==> src/rtl/clasificador_boton_if.sv <==
// -----------------------------------------------------------------------------
// clasificador_boton_if
//   Bundles the debounced button level with the event outputs of one
//   clasificador_boton instance.
//   Signals:
//     boton_limpio  debounced button level, 1 = pressed
//     press_short   one-cycle pulse, press released before the long threshold
//     press_long    one-cycle pulse, hold reached the long threshold
//     press_repeat  one-cycle pulse, periodic while held after press_long
//     pulsado       level, 1 while a press is being tracked
//   Modports:
//     master  drives boton_limpio, observes the events (debouncer / bench side)
//     slave   consumes boton_limpio, produces the events (classifier side)
// -----------------------------------------------------------------------------
interface clasificador_boton_if;
   logic boton_limpio;
   logic press_short;
   logic press_long;
   logic press_repeat;
   logic pulsado;

   modport master (
      output boton_limpio,
      input  press_short,
      input  press_long,
      input  press_repeat,
      input  pulsado
   );

   modport slave (
      input  boton_limpio,
      output press_short,
      output press_long,
      output press_repeat,
      output pulsado
   );
endinterface

==> src/rtl/clasificador_boton.sv <==
// -----------------------------------------------------------------------------
// clasificador_boton
//   Turns a clean button level into one-cycle short / long / repeat events.
//   Ports:
//     clk     system clock, all logic on posedge
//     rst     synchronous active-high reset
//     io_btn  slave side of clasificador_boton_if
//               boton_limpio (in), press_short / press_long / press_repeat /
//               pulsado (out, all registered)
//   Parameters:
//     LONG_CYCLES    hold length classifying a long press (2 .. 2^27-1)
//     REPEAT_CYCLES  period between repeat pulses after a long press
//     REPEAT_EN      1 enables press_repeat, 0 ties it low
// -----------------------------------------------------------------------------
module clasificador_boton #(
   parameter int unsigned LONG_CYCLES   = 100_000_000,
   parameter int unsigned REPEAT_CYCLES = 25_000_000,
   parameter bit          REPEAT_EN     = 1'b1
) (
   input  logic                   clk,
   input  logic                   rst,
   clasificador_boton_if.slave    io_btn
);

   localparam logic [26:0] LP_LONG_LAST   = 27'(LONG_CYCLES - 1);
   localparam logic [26:0] LP_REPEAT_LAST = 27'(REPEAT_CYCLES - 1);

   typedef enum logic [1:0] {
      IDLE      = 2'd0,
      PRESSED   = 2'd1,
      LONG_HELD = 2'd2
   } state_t;

   state_t      r_state;
   logic [26:0] r_cnt;
   logic        r_armado;
   logic        r_short;
   logic        r_long;
   logic        r_repeat;
   logic        r_pulsado;
   logic        w_boton;

   assign w_boton = io_btn.boton_limpio;

   always_ff @(posedge clk) begin
      if (rst) begin
         r_state   <= IDLE;
         r_cnt     <= '0;
         r_armado  <= 1'b0;
         r_short   <= 1'b0;
         r_long    <= 1'b0;
         r_repeat  <= 1'b0;
         r_pulsado <= 1'b0;
      end else begin
         // Pulses last exactly one cycle unless re-asserted below.
         r_short  <= 1'b0;
         r_long   <= 1'b0;
         r_repeat <= 1'b0;

         unique case (r_state)
            IDLE: begin
               // A button held through reset release must be seen low once
               // before it can start a press.
               if (!w_boton) begin
                  r_armado <= 1'b1;
               end else if (r_armado) begin
                  r_state   <= PRESSED;
                  r_cnt     <= '0;
                  r_pulsado <= 1'b1;
               end
            end

            PRESSED: begin
               // Release is tested first so a release on the threshold edge
               // classifies as short, never long.
               if (!w_boton) begin
                  r_state   <= IDLE;
                  r_short   <= 1'b1;
                  r_pulsado <= 1'b0;
               end else if (r_cnt == LP_LONG_LAST) begin
                  r_state <= LONG_HELD;
                  r_long  <= 1'b1;
                  r_cnt   <= '0;
               end else begin
                  r_cnt <= r_cnt + 27'd1;
               end
            end

            LONG_HELD: begin
               if (!w_boton) begin
                  r_state   <= IDLE;
                  r_pulsado <= 1'b0;
               end else if (r_cnt == LP_REPEAT_LAST) begin
                  r_repeat <= REPEAT_EN;
                  r_cnt    <= '0;
               end else begin
                  r_cnt <= r_cnt + 27'd1;
               end
            end

            default: begin
               r_state   <= IDLE;
               r_cnt     <= '0;
               r_pulsado <= 1'b0;
            end
         endcase
      end
   end

   assign io_btn.press_short  = r_short;
   assign io_btn.press_long   = r_long;
   assign io_btn.press_repeat = r_repeat;
   assign io_btn.pulsado      = r_pulsado;

endmodule

==> src/flat_wrapper.sv <==
// flat-port wrapper written by rule: the top's interface ports become plain ports
module clasificador_boton_flat 
#(
   parameter int unsigned LONG_CYCLES   = 100_000_000,
   parameter int unsigned REPEAT_CYCLES = 25_000_000,
   parameter bit          REPEAT_EN     = 1'b1
)
  (clk, rst, io_btn_boton_limpio, io_btn_press_short, io_btn_press_long, io_btn_press_repeat, io_btn_pulsado);
  clasificador_boton_if io_btn_i ();
  input  logic clk;
  input  logic rst;
  input wire logic [$bits(io_btn_i.boton_limpio)-1:0] io_btn_boton_limpio;
  output wire logic [$bits(io_btn_i.press_short)-1:0] io_btn_press_short;
  output wire logic [$bits(io_btn_i.press_long)-1:0] io_btn_press_long;
  output wire logic [$bits(io_btn_i.press_repeat)-1:0] io_btn_press_repeat;
  output wire logic [$bits(io_btn_i.pulsado)-1:0] io_btn_pulsado;
  assign io_btn_i.boton_limpio = io_btn_boton_limpio;
  assign io_btn_press_short = io_btn_i.press_short;
  assign io_btn_press_long = io_btn_i.press_long;
  assign io_btn_press_repeat = io_btn_i.press_repeat;
  assign io_btn_pulsado = io_btn_i.pulsado;
  clasificador_boton #(.LONG_CYCLES(LONG_CYCLES), .REPEAT_CYCLES(REPEAT_CYCLES), .REPEAT_EN(REPEAT_EN)) u_core (.clk(clk), .rst(rst), .io_btn(io_btn_i));
endmodule
==> config.mk <==
export PLATFORM = sky130hd
export DESIGN_NAME = clasificador_boton_flat
export DESIGN_NICKNAME = d
export VERILOG_FILES = /design/src/rtl/clasificador_boton_if.sv /design/src/rtl/clasificador_boton.sv /design/src/flat_wrapper.sv
export SDC_FILE = /design/constraint.sdc
export NUM_CORES = 1
export LEC_CHECK = 0
export ABC_AREA = 0
export ABC_CLOCK_PERIOD_IN_PS = 2600
export CORE_MARGIN = 5
export CORE_UTILIZATION = 43
export DETAILED_ROUTE_END_ITERATION = 7
export PLACE_DENSITY_LB_ADDON = 0.3
export SETUP_SLACK_MARGIN = 0.2
export SLEW_MARGIN = 0
export SYNTH_ARGS = -nofsm -noshare
export SYNTH_HDL_FRONTEND = slang
export SYNTH_SLANG_ARGS = --single-unit
==> constraint.sdc <==
create_clock -name clk -period 2.6 [get_ports clk]
set_clock_uncertainty 0.2 [all_clocks]
set_input_delay 0.52 -clock clk [delete_from_list [all_inputs] [get_ports clk]]
set_output_delay 0.52 -clock clk [all_outputs]
set_load 0.02 [all_outputs]
==> results of run 1 <==
==> registers in the layout (all words and copies together) (netlist names) <==
signal and flops:
u_core.r_state 2, u_core.io_btn.press_long 1, u_core.r_cnt 27, u_core.io_btn.pulsado 1
u_core.io_btn.press_repeat 1, u_core.r_armado 1, u_core.io_btn.press_short 1
==> worst register-to-register path: stages, from the launching register on <==
cell and delay [ns]:
dfxtp_1 0.40, inv_1 0.08, ha_1 0.26, o21ba_2 0.27, or2_2 0.38, buf_4 0.20, and2_1 0.16, a31oi_1 0.13
a31oi_1 0.09
==> stage by stage <==
step / power [mW] / util (%)
floorplan: 0.6160 / -
global placement: 0.6782 / 50.18
detailed placement: 0.6785 / 50.18
CTS: 1.086 / 52.26
global route: 1.126 / 52.89
finish: 1.084 / 52.89
==> cells by family after synthesis <==
| kind of cell | after synthesis | synth area share [%] |
|---|---|---|
| AND/OR/NAND/NOR | 118 | 31.26 |
| flip-flops | 34 | 32.27 |
| adder cells (fa/ha/maj) | 4 | 2.373 |
| XOR/XNOR | 8 | 3.322 |
| AO/OA/AOI/OAI | 70 | 24.44 |
| buffers and inverters | 31 | 6.346 |
==> Yosys cell counts (5+ instances only) <==
cell type,instances
nor4_1,8
and3_1,5
a31oi_1,17
xor2_1,6
dfxtp_1,34
nor2_1,21
nand4_1,11
o2111ai_1,6
nor3_1,7
a21oi_1,10
inv_1,17
o211ai_1,19
nand3_1,13
and4_1,5
clkbuf_1,10
nand2_1,30
and2_1,5
==> power groups by stage <==
| stage | Sequential, mW | Combinational, mW | Clock (mW) |
|---|---|---|---|
| floorplan | 0.543 | 0.0727 | 0 |
| global placement | 0.542 | 0.136 | 0 |
| detailed placement | 0.542 | 0.136 | 0 |
| CTS | 0.530 | 0.137 | 0.419 |
| global route | 0.531 | 0.149 | 0.446 |
| finish | 0.530 | 0.140 | 0.414 |
==> metal layers <==
| metal | global-route usage, % | wire [um] |
|---|---|---|
| met1 | 24.35 | 2767 |
| met4 | 5.743 | 53 |
| met3 | 4.402 | 223 |
| met2 | 28.56 | 2601 |
| met5 | 0 | 0 |
==> path summary, 6_finish.rpt <==
path / from / end / slack, ns / cells after the start
hold / removal: u_core.io_btn.pulsado$_SDFFE_PP0P_ / u_core.io_btn.pulsado$_SDFFE_PP0P_ / 0.25 / 2
hold reg to reg: u_core.io_btn.pulsado$_SDFFE_PP0P_ / u_core.io_btn.pulsado$_SDFFE_PP0P_ / 0.25 / 2
setup / recovery: u_core.r_state[0]$_SDFFE_PP0P_ / u_core.r_cnt[13]$_SDFFE_PP0P_ / 0.30 / 8
setup reg to reg: u_core.r_state[0]$_SDFFE_PP0P_ / u_core.r_cnt[13]$_SDFFE_PP0P_ / 0.30 / 8
==> final cells by class <==
class | instances | area [um^2]
inverter | 17 | 63.81
clock buffer | 7 | 86.33
tap | 67 | 83.83
fill | 471 | 2240
sequential | 34 | 681.9
timing repair buffer | 29 | 270.3
clock inverter | 1 | 5.005
multi-input combinational | 200 | 1324
==> cell usage in the layout, fill, tap and decap left out, drive strengths merged, types with 2 or more instances in the layout <==
cell | Yosys | routed
a21oi | 11 | 11
or2 | 3 | 3
nand4 | 11 | 11
clkdlybuf4s50 | 0 | 6
o31ai | 2 | 2
buf | 4 | 23
nor4 | 11 | 11
o211ai | 19 | 19
nor3 | 7 | 7
dfxtp | 34 | 34
o2111ai | 6 | 6
a31o | 2 | 2
and4 | 5 | 5
nand2 | 30 | 30
xnor2 | 2 | 2
ha | 4 | 4
or4b | 3 | 3
clkbuf | 10 | 7
and2 | 5 | 5
nor2 | 21 | 21
o221ai | 4 | 4
nand3 | 13 | 13
and3 | 5 | 5
a31oi | 17 | 17
xor2 | 6 | 6
inv | 17 | 17
==> timing repair <==
| item | 4_1_cts | 5_1_grt |
|---|---|---|
| pin swaps | 1 | 2 |
| setup endpoints to repair | 8 | 22 |
| buffers inserted | 1 | 1 |
| gates resized for setup | 0 | 4 |
==> metrics.md, run 1 <==
| Metric | Value |
|---|---|
| Clock Path Buffers | 2 |
| Area contributors post-synth | dfxtp_1 (32%), o211ai_1 (6.8%), nand2_1 (5.3%), a31oi_1 (5.0%), nor2_1 (3.7%) |
| Post-synth top flop | dfxtp_1 |
| Crit Path Class | reg2reg |
| Syn nets | 272 |
| Critical path peak fanout | 10 |
| Flop pwr share | 48.9% |
| Netlist cell types | 44 |
| Via count | 2094 |
| Critical Path Most Common Cell | a31oi_1 |
| Final Worst Setup Slack | 0.3031 ns |
| Largest net degree at the start of global routing | 24 |
| Post-synth EDFFs | 0 |
| Sum of buffers and inverters on the critical path | 2 |
| Max-cap violation count | 0 |
| FP Rows | 25 |
| Synth Register Bits | 34 |
| Ports | 7 |
| Yosys top cell area share | 32.27% |
| Share of flip-flops with an asynchronous set or reset | 0% |
| Slowest cell on the critical path | dfxtp_1 |
| Outcome | complete, no violations |
| DR DRC count | 0 |
| Setup slack at placement | 0.1165 ns |
| Critical path's largest stage delay | 0.40 ns |
| Cells after Synth | 265 |
| Diode count | 0 |
| Switch Pwr | 291.7 uW |
| Unrepaired setup endpoints after global routing | true |
| Htree depth | 2 |
| DRT iter0 DRCs | 178 |
| Finished Layout Cells | 355 |
| Wire per inst | 15.90 um |
| Crit. End Element | register |
| Delay-heaviest family, CP | simple AND/OR/NAND/NOR gates |
| Die Ht | 80.04 um |
| Area Overhead vs Synth | 19.22% |
| TritonRoute pass-1 iters | 4 |
| Worst Max-Slew Pin Slew | 0.7222 ns |
| Share of power burned in combinational logic | 12.9% |
| Maximum VDD drop | 0.2283 mV |
| Sum of negative setup slack | 0 ns |
| GRT Resource Usage Total | 18.18% |
| Cell Area, Synth | 0.002110 mm^2 |
| Nets@finish | 294 |
| Reg clk slew, reported paths | 0.08 ns |
| HPWL after DPL | 4133 um |
| CP Launch Type | register |
| Achievable Freq | 435.4 MHz |
| Layout cells sized above 1 | 15.97% |
| Internal power | 792.8 uW |
| Inst Count DP | 345 |
| Crit path required time | 2.58 ns |
| Vias per cell | 5.899 |
| Initial antenna violation count | 0 |
| Placer Congestion | 0.9405 |
| Yosys warns | 0 |
| CP Cell Sequence | inv_1 > ha_1 > o21ba_2 > or2_2 > buf_4 > and2_1 > a31oi_1 > a31oi_1 |
| PwrDens | 431.2 mW/mm^2 |
| Die Wd | 80.04 um |
| CTS tree | yes |
| Hold Path Class | reg2reg |
| Number of global-route vias before repair | 1907 |
| Sw Share | 26.90% |
| Fin Hold WS | 0.2538 ns |
| Synth area leader | dfxtp_1 |
| First-pass GRT wire length | 9121 um |
| Final wirelength | 5645 um |
| DIE AREA | 0.006406 mm^2 |
| Period utilization | 88.34% |
| Max-slew violations | 0 |
| Cts bufs inserted | 5 |
| Design Area, Final | 0.002515 mm^2 |
| GRT overflow | 0 |
| Clock network fraction of total power | 38.2% |
| Area of placed instances | 0.002386 mm^2 |
| Routed Antenna Nets | 0 |
| # hold bufs at CTS | 0 |
| Initial Utilization | 44.37% |
| Worst EP arrival | 2.27 ns |
| Clk Latency, worst-skew pair | 0.30 ns |
| Clock sink count | 34 |
| Avg Inst Size Synth | 7.960 um^2 |
| Register area share after synthesis | 32.27% |
| Core ar. | 0.004755 mm^2 |
| Minimum clock period | 2.297 ns |
| Final setup violation count | 0 |
| Root buf cell | clkbuf_8 |
| Leakage power | 0.8201 nW |
| Final Hold Fails | 0 |
| Slew margin rel. | 51.48% |
| I/O Buffers | 6 |
Note: power is estimated with default switching activity, not from simulation.
==> inputs of run 2 (changes only) <==
--- a/config.mk
+++ b/config.mk
@@ -7,6 +7,7 @@
 export LEC_CHECK = 0
 export ABC_AREA = 0
 export ABC_CLOCK_PERIOD_IN_PS = 2600
+export CAP_MARGIN = 25
 export CORE_MARGIN = 5
 export CORE_UTILIZATION = 43
 export DETAILED_ROUTE_END_ITERATION = 7
==> results of run 2 <==
Same layout as run 1: the final DEF is identical, and so are final timing and power.
==> inputs of run 3 (changes only) <==
--- a/config.mk
+++ b/config.mk
@@ -8,10 +8,10 @@
 export ABC_AREA = 0
 export ABC_CLOCK_PERIOD_IN_PS = 2600
 export CAP_MARGIN = 25
-export CORE_MARGIN = 5
+export CORE_MARGIN = 4
 export CORE_UTILIZATION = 43
 export DETAILED_ROUTE_END_ITERATION = 7
-export PLACE_DENSITY_LB_ADDON = 0.3
+export PLACE_DENSITY = 0.63
 export SETUP_SLACK_MARGIN = 0.2
 export SLEW_MARGIN = 0
 export SYNTH_ARGS = -nofsm -noshare
==> run 3 against run 2 <==
Final cell count up 0.85%. Wire length increased by 0.57%. Highest routed layer unchanged. Combinational power about the same. Register-to-register slack worse by 0.02 ns. Cell area rose by 3.5%. Clock power rose by 48%. Worst hold slack gained 0.0071 ns. Core utilization up 2.2 points. Global-route usage rose by 2.0 points. Total power is 18% higher. Largest cell class unchanged. Critical path depth shrank 1.
==> metrics.md, run 3 (synthesis gave the netlist of run 1 again) <==
| Metric | Value |
|---|---|
| Outcome | complete, no violations |
| Flop pwr share | 41.3% |
| Placer Congestion | 0.9265 |
| GRT overflow | 0 |
| Total power | 1.283 mW |
| HPWL after DPL | 4056 um |
| Final Hold Fails | 0 |
| Initial Utilization | 44.66% |
| # hold bufs at CTS | 0 |
| FP Rows | 25 |
| Max-slew violations | 0 |
| GRT Max-Usage Layer | met2 |
| PwrDens | 493.0 mW/mm^2 |
| Achievable Freq | 430.9 MHz |
| Inst Count DP | 348 |
| DIE AREA | 0.006090 mm^2 |
| Htree depth | 2 |
| Slowest cell on the critical path | or4b_4 |
| Sum of buffers and inverters on the critical path | 2 |
| Max-cap violation count | 0 |
| TritonRoute pass-1 iters | 4 |
| Hold Path Class | reg2reg |
| CP Cell Sequence | buf_4 > or4b_4 > nor4_4 > buf_4 > a21o_1 > a21oi_1 > a221oi_1 |
| Clk Latency, worst-skew pair | 0.29 ns |
| Clock Path Buffers | 2 |
| Root buf cell | clkbuf_8 |
| Clock sink count | 34 |
| Critical path peak fanout | 6 |
| Met2 Resource Use GR | 31.59% |
| Crit. End Element | register |
| CTS tree | yes |
| Routed Antenna Nets | 0 |
| Critical path's largest stage delay | 0.54 ns |
| CP Launch Type | register |
| Layout cells sized above 1 | 17.53% |
| Share of power burned in combinational logic | 11.1% |
| Most common cell after layout, fill and taps aside | dfxtp_1 |
| Initial antenna violation count | 0 |
| Die Ht | 78.04 um |
| DRT iter0 DRCs | 208 |
| Largest net degree at the start of global routing | 31 |
| Multi-input gate area | 0.001326 mm^2 |
| Internal power | 992.3 uW |
| Finished Layout Cells | 358 |
| Area Overhead vs Synth | 23.37% |
| Cts bufs inserted | 5 |
| Worst Max-Slew Pin Slew | 0.4551 ns |
| DR DRC count | 0 |
| Crit Path Class | reg2reg |
| I/O Buffers | 6 |
| Clock network fraction of total power | 47.6% |
| Final Worst Setup Slack | 0.2792 ns |
| Delay-heaviest family, CP | simple AND/OR/NAND/NOR gates |
| Die Wd | 78.04 um |
| Switch Pwr | 290.7 uW |
| Worst EP arrival | 2.32 ns |
| M1 GR Usage | 27.96% |
| Unrepaired setup endpoints after global routing | true |
| Final wirelength | 5677 um |
| Critical Path Most Common Cell | buf_4 |
| Sw Share | 22.66% |
| Maximum VDD drop | 0.4115 mV |
| Commonest non-fill, non-tap cells in the layout | dfxtp_1 (34), nand2_1 (30), buf_4 (22) |
| Period utilization | 89.26% |
| Reg clk slew, reported paths | 0.08 ns |
| First-pass GRT wire length | 9915 um |
| Design Area, Final | 0.002603 mm^2 |
| GRT Resource Usage Total | 20.14% |
| Nets@finish | 297 |
| Crit path required time | 2.59 ns |
| Ports | 7 |
| Biggest regs | u_core.r_cnt: 27 flops, u_core.r_state: 2 flops |
| Met3 GRT Util | 3.670% |
| Largest register FFs | 27 |
| Fill cell count | 439 |
| Final setup violation count | 0 |
| Minimum clock period | 2.321 ns |
| Vias per cell | 5.947 |
| Core ar. | 0.004723 mm^2 |
| Top reg by flops | u_core.r_cnt |
| Slew margin rel. | 69.38% |
| Sum of negative setup slack | 0 ns |
| Wire per inst | 15.86 um |
| Leakage power | 0.8490 nW |
| Area of placed instances | 0.002421 mm^2 |
| Number of global-route vias before repair | 2017 |
| Seq. cell area | 680.7 um^2 |
| Setup slack at placement | 0.1126 ns |
| Via count | 2129 |
| Diode count | 0 |
==> run 3: metrics by stage <==
stage | hold WS (ns) | util [%]
final | 0.2609 | 55.10
after global routing | 0.2689 | 55.10
after CTS | 0.2599 | 54.28
after detailed placement | 0.2482 | 51.26
after global placement | 0.2423 | 51.26
after floorplan | 0.2582 | -
==> run 3: worst min-delay path, stage by stage, from the launching register on <==
cell and delay [ns]:
dfxtp_1 0.32, nand2_1 0.05, a21oi_1 0.05
==> run 3: repair_timing <==
item / in CTS / in global routing
resized for setup: 0 / 4
buffers inserted: 0 / 2
setup endpoints to repair: 0 / 24
endpoints found under the hold margin: 0 / 0
==> run 3: final cells by class <==
cell class	count	share of cell area, %
repair buffers	32	11.73
well taps	67	3.221
multi-input cells	200	50.96
inverters	17	2.452
clock inverters	2	2.308
flip-flops and latches	34	26.15
clock buffers	6	3.173
==> run 3: power by group through the flow <==
stage               logic [mW]  registers (mW)  clock network (mW)
global route             0.155           0.530               0.639
detailed placement       0.141           0.542                   0
global placement         0.141           0.542                   0
CTS                      0.141           0.530               0.614
floorplan               0.0727           0.543                   0
finish                   0.142           0.530               0.611
==> run 3: final timing paths <==
path / startpoint / to / slack, ns / depth (start not counted)
worst max register to register: u_core.r_cnt[11]$_SDFFE_PP0P_ / u_core.r_state[1]$_SDFFE_PP0P_ / 0.28 / 7
worst min-delay path: u_core.io_btn.pulsado$_SDFFE_PP0P_ / u_core.io_btn.pulsado$_SDFFE_PP0P_ / 0.26 / 2
worst max-delay path: u_core.r_cnt[11]$_SDFFE_PP0P_ / u_core.r_state[1]$_SDFFE_PP0P_ / 0.28 / 7
worst min register to register: u_core.io_btn.pulsado$_SDFFE_PP0P_ / u_core.io_btn.pulsado$_SDFFE_PP0P_ / 0.26 / 2
==> run 3: layer usage <==
layer / wire length [um] / up-vias
li1: - / 1052
met1: 2697 / 1018
met2: 2565 / 50
met3: 317 / 9
met4: 97 / 0
met5: 0 / -
